===== config.mk =====
export PLATFORM = sky130hd
export DESIGN_NAME = fuzz_sig_misr_flat
export DESIGN_NICKNAME = d
export VERILOG_FILES = /design/src/rtl/fuzz_sig_pkg.sv /design/src/rtl/fuzz_sig_misr_if.sv /design/src/rtl/fuzz_sig_fold.sv /design/src/rtl/fuzz_sig_misr.sv /design/src/flat_wrapper.sv
export SDC_FILE = /design/constraint.sdc
export NUM_CORES = 1
export LEC_CHECK = 0
export ABC_AREA = 0
export CAP_MARGIN = 20
export CORE_MARGIN = 3
export CORE_UTILIZATION = 25
export CTS_CLUSTER_DIAMETER = 120
export DETAILED_ROUTE_END_ITERATION = 16
export GPL_ROUTABILITY_DRIVEN = 1
export GPL_TIMING_DRIVEN = 0
export SETUP_SLACK_MARGIN = 0.2
export SKIP_CTS_REPAIR_TIMING = 1
export SYNTH_ARGS = -nofsm -noshare
export SYNTH_HDL_FRONTEND = slang
export SYNTH_SLANG_ARGS = --single-unit

===== constraint.sdc =====
create_clock -name clk -period 6.5 [get_ports clk]
set_clock_uncertainty 0.2 [all_clocks]
set_input_delay 0.65 -clock clk [delete_from_list [all_inputs] [get_ports clk]]
set_output_delay 0.65 -clock clk [all_outputs]
set_load 0.05 [all_outputs]

===== src/rtl/fuzz_sig_pkg.sv =====
// fuzz_sig_pkg: shared types and constants for the fuzz signature MISR.
//  - state_t        : FSM state encoding (IDLE=0, RUN=1, DONE=2)
//  - CRC32_POLY     : default CRC-32 feedback polynomial (x^32 term implicit)
//  - chunk_count()  : number of SIG_W-bit chunks needed to cover DATA_W bits
package fuzz_sig_pkg;

  typedef enum logic [1:0] {
    IDLE = 2'd0,
    RUN  = 2'd1,
    DONE = 2'd2
  } state_t;

  localparam logic [31:0] CRC32_POLY = 32'h04C11DB7;

  // ceil(data_w / sig_w)
  function automatic int chunk_count(input int data_w, input int sig_w);
    return (data_w + sig_w - 1) / sig_w;
  endfunction

endpackage


===== src/rtl/fuzz_sig_misr_if.sv =====
// fuzz_sig_misr_if: control/data bundle between a fuzz harness (master) and
// the signature register (slave).
//  master drives : start, din, din_valid (+ exp_sig with FUZZ_SIG_CMP_EN)
//  slave drives  : busy, done, signature, sample_cnt, state (+ match with FUZZ_SIG_CMP_EN)
// Handshake: start is a single-cycle request honoured only when the slave is
// IDLE or DONE (busy=0); din is consumed on every cycle where din_valid=1 and
// busy=1, with no back-pressure; done is a level held until the next start.
// state is a debug view of the FSM.
// Optional feature macro: FUZZ_SIG_CMP_EN (adds exp_sig / match).
interface fuzz_sig_misr_if
  import fuzz_sig_pkg::*;
#(
  parameter int DATA_W = 284,
  parameter int SIG_W  = 32,
  parameter int CNT_W  = 16
);
  logic              start;
  logic [DATA_W-1:0] din;
  logic              din_valid;
  logic              busy;
  logic              done;
  logic [SIG_W-1:0]  signature;
  logic [CNT_W-1:0]  sample_cnt;
  state_t            state;
`ifdef FUZZ_SIG_CMP_EN
  logic [SIG_W-1:0]  exp_sig;
  logic              match;

  modport master (output start, din, din_valid, exp_sig,
                  input  busy, done, signature, sample_cnt, state, match);
  modport slave  (input  start, din, din_valid, exp_sig,
                  output busy, done, signature, sample_cnt, state, match);
`else
  modport master (output start, din, din_valid,
                  input  busy, done, signature, sample_cnt, state);
  modport slave  (input  start, din, din_valid,
                  output busy, done, signature, sample_cnt, state);
`endif
endinterface


===== src/rtl/fuzz_sig_fold.sv =====
// fuzz_sig_fold: purely combinational XOR fold of a DATA_W vector into SIG_W
// bits. The input is split into ceil(DATA_W/SIG_W) chunks from the LSB up;
// the top chunk is zero-padded in its MSBs.
//  i_din  [DATA_W-1:0] vector to fold
//  o_fold [SIG_W-1:0]  XOR of all chunks
module fuzz_sig_fold
  import fuzz_sig_pkg::*;
#(
  parameter int DATA_W = 284,
  parameter int SIG_W  = 32
) (
  input  logic [DATA_W-1:0] i_din,
  output logic [SIG_W-1:0]  o_fold
);

  localparam int N_CHUNK = chunk_count(DATA_W, SIG_W);
  localparam int PAD_W   = N_CHUNK * SIG_W;

  logic [PAD_W-1:0] w_pad;

  // Zero-extension supplies the MSB padding of the top chunk.
  assign w_pad = PAD_W'(i_din);

  always_comb begin
    o_fold = '0;
    for (int c = 0; c < N_CHUNK; c++) begin
      o_fold = o_fold ^ w_pad[c*SIG_W +: SIG_W];
    end
  end

endmodule


===== src/rtl/fuzz_sig_misr.sv =====
// fuzz_sig_misr: multiple-input signature register for equivalence fuzzing.
// Compacts NUM_SAMPLES valid din vectors into a SIG_W-bit signature.
//  clk  : clock, all state on posedge
//  rst  : synchronous active-high reset
//  bus  : fuzz_sig_misr_if.slave (start/din/din_valid in; busy/done/
//         signature/sample_cnt/state out; exp_sig/match with FUZZ_SIG_CMP_EN)
// Optional feature macro: FUZZ_SIG_CMP_EN registers a signature==exp_sig
// result on the RUN->DONE transition.
module fuzz_sig_misr
  import fuzz_sig_pkg::*;
#(
  parameter int               DATA_W      = 284,
  parameter int               SIG_W       = 32,
  parameter logic [SIG_W-1:0] POLY        = SIG_W'(CRC32_POLY),
  parameter logic [SIG_W-1:0] SEED        = {SIG_W{1'b1}},
  parameter int               NUM_SAMPLES = 64,
  parameter int               CNT_W       = 16
) (
  input  logic            clk,
  input  logic            rst,
  fuzz_sig_misr_if.slave  bus
);

  generate
    if (SIG_W < 2) begin : g_bad_sig_w
      $error("fuzz_sig_misr: SIG_W must be >= 2");
    end
    if (NUM_SAMPLES < 1 || NUM_SAMPLES > (2**CNT_W) - 1) begin : g_bad_num
      $error("fuzz_sig_misr: NUM_SAMPLES out of range for CNT_W");
    end
  endgenerate

  state_t           r_state;
  state_t           w_state_nxt;
  logic [SIG_W-1:0] r_sig;
  logic [CNT_W-1:0] r_cnt;
  logic [SIG_W-1:0] w_fold;
  logic [SIG_W-1:0] w_sig_nxt;
  logic [CNT_W-1:0] w_cnt_inc;
  logic             w_start_ok;
  logic             w_accept;
  logic             w_last;

  fuzz_sig_fold #(
    .DATA_W (DATA_W),
    .SIG_W  (SIG_W)
  ) u_fold (
    .i_din  (bus.din),
    .o_fold (w_fold)
  );

  assign w_start_ok = bus.start && (r_state == IDLE || r_state == DONE);
  assign w_accept   = bus.din_valid && (r_state == RUN);
  assign w_cnt_inc  = r_cnt + CNT_W'(1);
  // Final sample: the count it produces equals NUM_SAMPLES, so the counter
  // never reaches a value that could wrap.
  assign w_last     = w_accept && (w_cnt_inc == CNT_W'(NUM_SAMPLES));

  // Galois-style shift with feedback, then inject the folded input.
  assign w_sig_nxt  = {r_sig[SIG_W-2:0], 1'b0}
                    ^ (r_sig[SIG_W-1] ? POLY : '0)
                    ^ w_fold;

  always_ff @(posedge clk) begin
    if (rst) r_state <= IDLE;
    else     r_state <= w_state_nxt;
  end

  always_comb begin
    w_state_nxt = r_state;
    case (r_state)
      IDLE:    if (bus.start) w_state_nxt = RUN;
      RUN:     if (w_last)    w_state_nxt = DONE;
      DONE:    if (bus.start) w_state_nxt = RUN;
      default:                w_state_nxt = IDLE;
    endcase
  end

  always_ff @(posedge clk) begin
    if (rst) begin
      r_sig <= SEED;
      r_cnt <= '0;
    end else if (w_start_ok) begin
      r_sig <= SEED;
      r_cnt <= '0;
    end else if (w_accept) begin
      r_sig <= w_sig_nxt;
      r_cnt <= w_cnt_inc;
    end
  end

`ifdef FUZZ_SIG_CMP_EN
  logic r_match;

  // Compare against the signature being written on the final edge so match
  // is valid in the very first DONE cycle.
  always_ff @(posedge clk) begin
    if (rst || w_start_ok) r_match <= 1'b0;
    else if (w_last)       r_match <= (w_sig_nxt == bus.exp_sig);
  end

  assign bus.match = r_match;
`endif

  assign bus.busy       = (r_state == RUN);
  assign bus.done       = (r_state == DONE);
  assign bus.signature  = r_sig;
  assign bus.sample_cnt = r_cnt;
  assign bus.state      = r_state;

endmodule


===== src/flat_wrapper.sv =====
// flat-port wrapper written by rule: the top's interface ports become plain ports
module fuzz_sig_misr_flat import fuzz_sig_pkg::*;
#(
  parameter int               DATA_W      = 284,
  parameter int               SIG_W       = 32,
  parameter logic [SIG_W-1:0] POLY        = SIG_W'(CRC32_POLY),
  parameter logic [SIG_W-1:0] SEED        = {SIG_W{1'b1}},
  parameter int               NUM_SAMPLES = 64,
  parameter int               CNT_W       = 16
)
  (clk, rst, bus_start, bus_din, bus_din_valid, bus_busy, bus_done, bus_signature, bus_sample_cnt, bus_state);
  fuzz_sig_misr_if #(.DATA_W(DATA_W), .SIG_W(SIG_W), .CNT_W(CNT_W)) bus_i ();
  input  logic clk;
  input  logic rst;
  input wire logic [$bits(bus_i.start)-1:0] bus_start;
  input wire logic [$bits(bus_i.din)-1:0] bus_din;
  input wire logic [$bits(bus_i.din_valid)-1:0] bus_din_valid;
  output wire logic [$bits(bus_i.busy)-1:0] bus_busy;
  output wire logic [$bits(bus_i.done)-1:0] bus_done;
  output wire logic [$bits(bus_i.signature)-1:0] bus_signature;
  output wire logic [$bits(bus_i.sample_cnt)-1:0] bus_sample_cnt;
  output wire logic [$bits(bus_i.state)-1:0] bus_state;
  assign bus_i.start = bus_start;
  assign bus_i.din = bus_din;
  assign bus_i.din_valid = bus_din_valid;
  assign bus_busy = bus_i.busy;
  assign bus_done = bus_i.done;
  assign bus_signature = bus_i.signature;
  assign bus_sample_cnt = bus_i.sample_cnt;
  assign bus_state = bus_i.state;
  fuzz_sig_misr #(.DATA_W(DATA_W), .SIG_W(SIG_W), .POLY(POLY), .SEED(SEED), .NUM_SAMPLES(NUM_SAMPLES), .CNT_W(CNT_W)) u_core (.clk(clk), .rst(rst), .bus(bus_i));
endmodule

==> impl_metrics.tcl <==
set metrics [dict create \
    slowest_delay_ns 0.53 \
    io_buffers 339 \
    drcViolationCount 0 \
    hold_violations 0 \
    grt_pass1_wl_um 24230 \
    whs_endpoint "u_core.bus.signature[28]" \
    vias 4537 \
    holdWs_ns 0.3125 \
    path_clk_slew_ns 0.07 \
    p_leak_nw 2.841 \
    maxCapViolations 0 \
    status "completed" \
    die_w_um 141.5 \
    cts.sinks 50 \
    dp_worst_setup_slack_ns 3.200 \
    clk_path_buf_depth 2 \
    synthCells 522 \
    antenna_left 0 \
    synthDistinctLibCells 33 \
    period_share_pct 45.17 \
    htreeDepth 2 \
    cp_max_fo 10 \
    routed_wl_um 16490 \
    viasPerCell 4.143 \
    drtPass1Iterations 4 \
    cpMaxStageDelayCell "nor2_1" \
    synthSimpleGateAreaFrac_pct 10.64 \
    muxShareOfSynthArea_pct 0 \
    syn_nets 811 \
    report.final.slew_viol_count 0 \
    max_slew.worst_pin.slew_ns 0.6969 \
    synth-seq-cells 50 \
    numCtsBuffers 5 \
    path_class "in -> reg" \
    rsz0062_at_grt "no" \
    layout_setup_ws_ns 3.564 \
    gp_congestion 0.8364 \
    yosys.area_share.adder_pct 0.2727 \
    ys_seq_area_share_pct 21.82 \
    async_flop_share_pct 0 \
    ios 340 \
    r2r_start "u_core.bus.state[0]" \
    final_common_cell "clkdlybuf4s50_1" \
    first_global_vias 4742 \
    r2r_end "u_core.bus.signature[6]" \
    cts-root-buf "clkbuf_16" \
    final_cell_mix "339 x clkdlybuf4s50_1, 287 x xnor2_1, 50 x dfxtp_1" \
    reg2reg_depth 6 \
    grt_start_max_net_pins 16 \
    antenna_found_initial 1 \
    layout.nets 1157 \
    hold_path_class "reg -> reg" \
    critPathMostFrequentCell "clkbuf_1" \
    fillers 1789 \
    synthFlopType "dfxtp_1" \
    arrival_ns 2.88 \
    wire_per_inst_um 15.06 \
    drive_above_1_share_pct 2.071 \
    dp_hpwl_um 14810 \
    areaGrowthSynthToFinish_pct 83.45 \
    synth-compound-area-share_pct 5.890 \
    worstHoldPathCells 2 \
    min_from "u_core.bus.signature[28]" \
    reg2reg_slack_ns 4.02 \
    synth-xor-area-share_pct 60.13 \
    synth_edf_count 0 \
    syn_avg_cell_area_um2 8.790 \
    max_freq_ghz 0.3406 \
    ir_drop_uv 109.7 \
    fin_setup_tns_ns 0 \
    cp-end-kind "register" \
    die_h_um 141.5 \
    cts_tree "done" \
    core_um2 17660 \
    insertion_delay_ns 0.29 \
    crit_path_start_kind "input pin" \
    cp_cell_sequence "clkdlybuf4s50_1 -> nor2b_1 -> or2_2 -> clkbuf_1 -> nor2_1 -> clkbuf_1 -> a21oi_1" \
    drt_first_iter_violations 116 \
    critPathRequiredTime_ns 6.45 \
    powerDensity_nw_per_um2 149.5 \
    yosys_warnings 0 \
    synthesis.area_um2 4588 \
    period_minus_slack_ns 2.936 \
    initial_core_util_pct 25.98 \
    rows 48 \
    die_area_um2 20010 \
    worst_slew_margin_rel_pct 53.37 \
    finalSetupViolations 0 \
    globalRouteTotalUtil_pct 15.40 \
    gr-total-overflow 0 \
    synth_top_family_by_area "XOR/XNOR gates" \
]
[Yosys cell counts (4+ instances only)]
master | instances | area (µm²)
nor4_1 | 4 | 25.02
nor3_1 | 7 | 35.03
o211ai_1 | 17 | 127.6
xor2_1 | 28 | 245.2
clkbuf_1 | 9 | 33.78
nand2_1 | 27 | 101.4
dfxtp_1 | 50 | 1001
a21oi_1 | 18 | 90.09
nor2_1 | 38 | 142.6
o21ai_0 | 4 | 20.02
xnor2_1 | 287 | 2514
[report_power, final]
group | total [W] | switching, W | internal, W
clock | 0.000271 | 0.000118 | 0.000153
sequential | 0.000328 | 0.0000109 | 0.000317
combinational | 0.000660 | 0.000262 | 0.000398
[logic make-up (layout without fill, tap and decap cells)]
| kind of cell | after synthesis | in the layout |
|---|---|---|
| XOR/XNOR | 315 | 315 |
| AND/OR/NAND/NOR | 99 | 99 |
| flip-flops | 50 | 50 |
| AO/OA/AOI/OAI | 43 | 43 |
| buffers and inverters | 14 | 361 |
| adder cells (fa/ha/maj) | 1 | 1 |
| other | 0 | 1 |
[through the flow]
stage / cell area, µm² / utilization [%] / total power [W] / instances
floorplan: 4588 / - / 0.0007333 / 522
global placement: 8263 / 46.80 / 0.001006 / 1086
detailed placement: 8263 / 46.80 / 0.001009 / 1086
CTS: 8414 / 47.65 / 0.001285 / 1094
global route: 8417 / 47.67 / 0.001335 / 1095
finish: 8417 / 47.67 / 0.001258 / 1095
[worst max-delay path: cells and delay by family]
family	cells	cell delay, ns
compound gates	1	0.13
simple gates	3	0.97
buf+inv	3	1.12
[flip-flops by register name, indices dropped and copies added (netlist names)]
| register | count |
|---|---|
| u_core.bus.sample_cnt | 16 |
| u_core.bus.signature | 32 |
| u_core.bus.state | 2 |
[per-layer routing]
metal  vias to the layer above  track usage [%]  share of wire (%)
met5                         -                0                  0
met4                         0            2.323               0.77
met3                         8            4.078                7.5
met2                       180            31.25                 56
met1                      1986            15.90                 36
li1                       2363                -                  -
[worst max path at each step]
| stage | slack (ns) | from | end | cells past startpoint |
|---|---|---|---|---|
| 5_1_grt | 3.35 | bus_start | u_core.bus.signature[6] | 7 |
| 3_3_place_gp | 3.21 | bus_start | u_core.bus.signature[25] | 7 |
| 3_5_place_dp | 3.20 | bus_start | u_core.bus.signature[25] | 7 |
| 2_1_floorplan | 3.88 | u_core.bus.sample_cnt[0] | u_core.bus.state[0] | 6 |
| 4_1_cts | 3.51 | bus_start | u_core.bus.signature[6] | 7 |
| 6_report | 3.56 | bus_start | u_core.bus.signature[6] | 7 |
[final cells by class]
type / count / area [µm²] / share of cell area [%]
multi-input cells: 458 / 3530 / 41.94
repair buffers: 339 / 3393 / 40.32
flip-flops and latches: 50 / 1001 / 11.89
well taps: 225 / 281.5 / 3.345
clock buffers: 6 / 138.9 / 1.650
plain buffers: 14 / 57.56 / 0.6838
clock inverters: 2 / 12.51 / 0.1487
diodes: 1 / 2.502 / 0.02973
No activity file was read; power rests on OpenSTA's default activity.
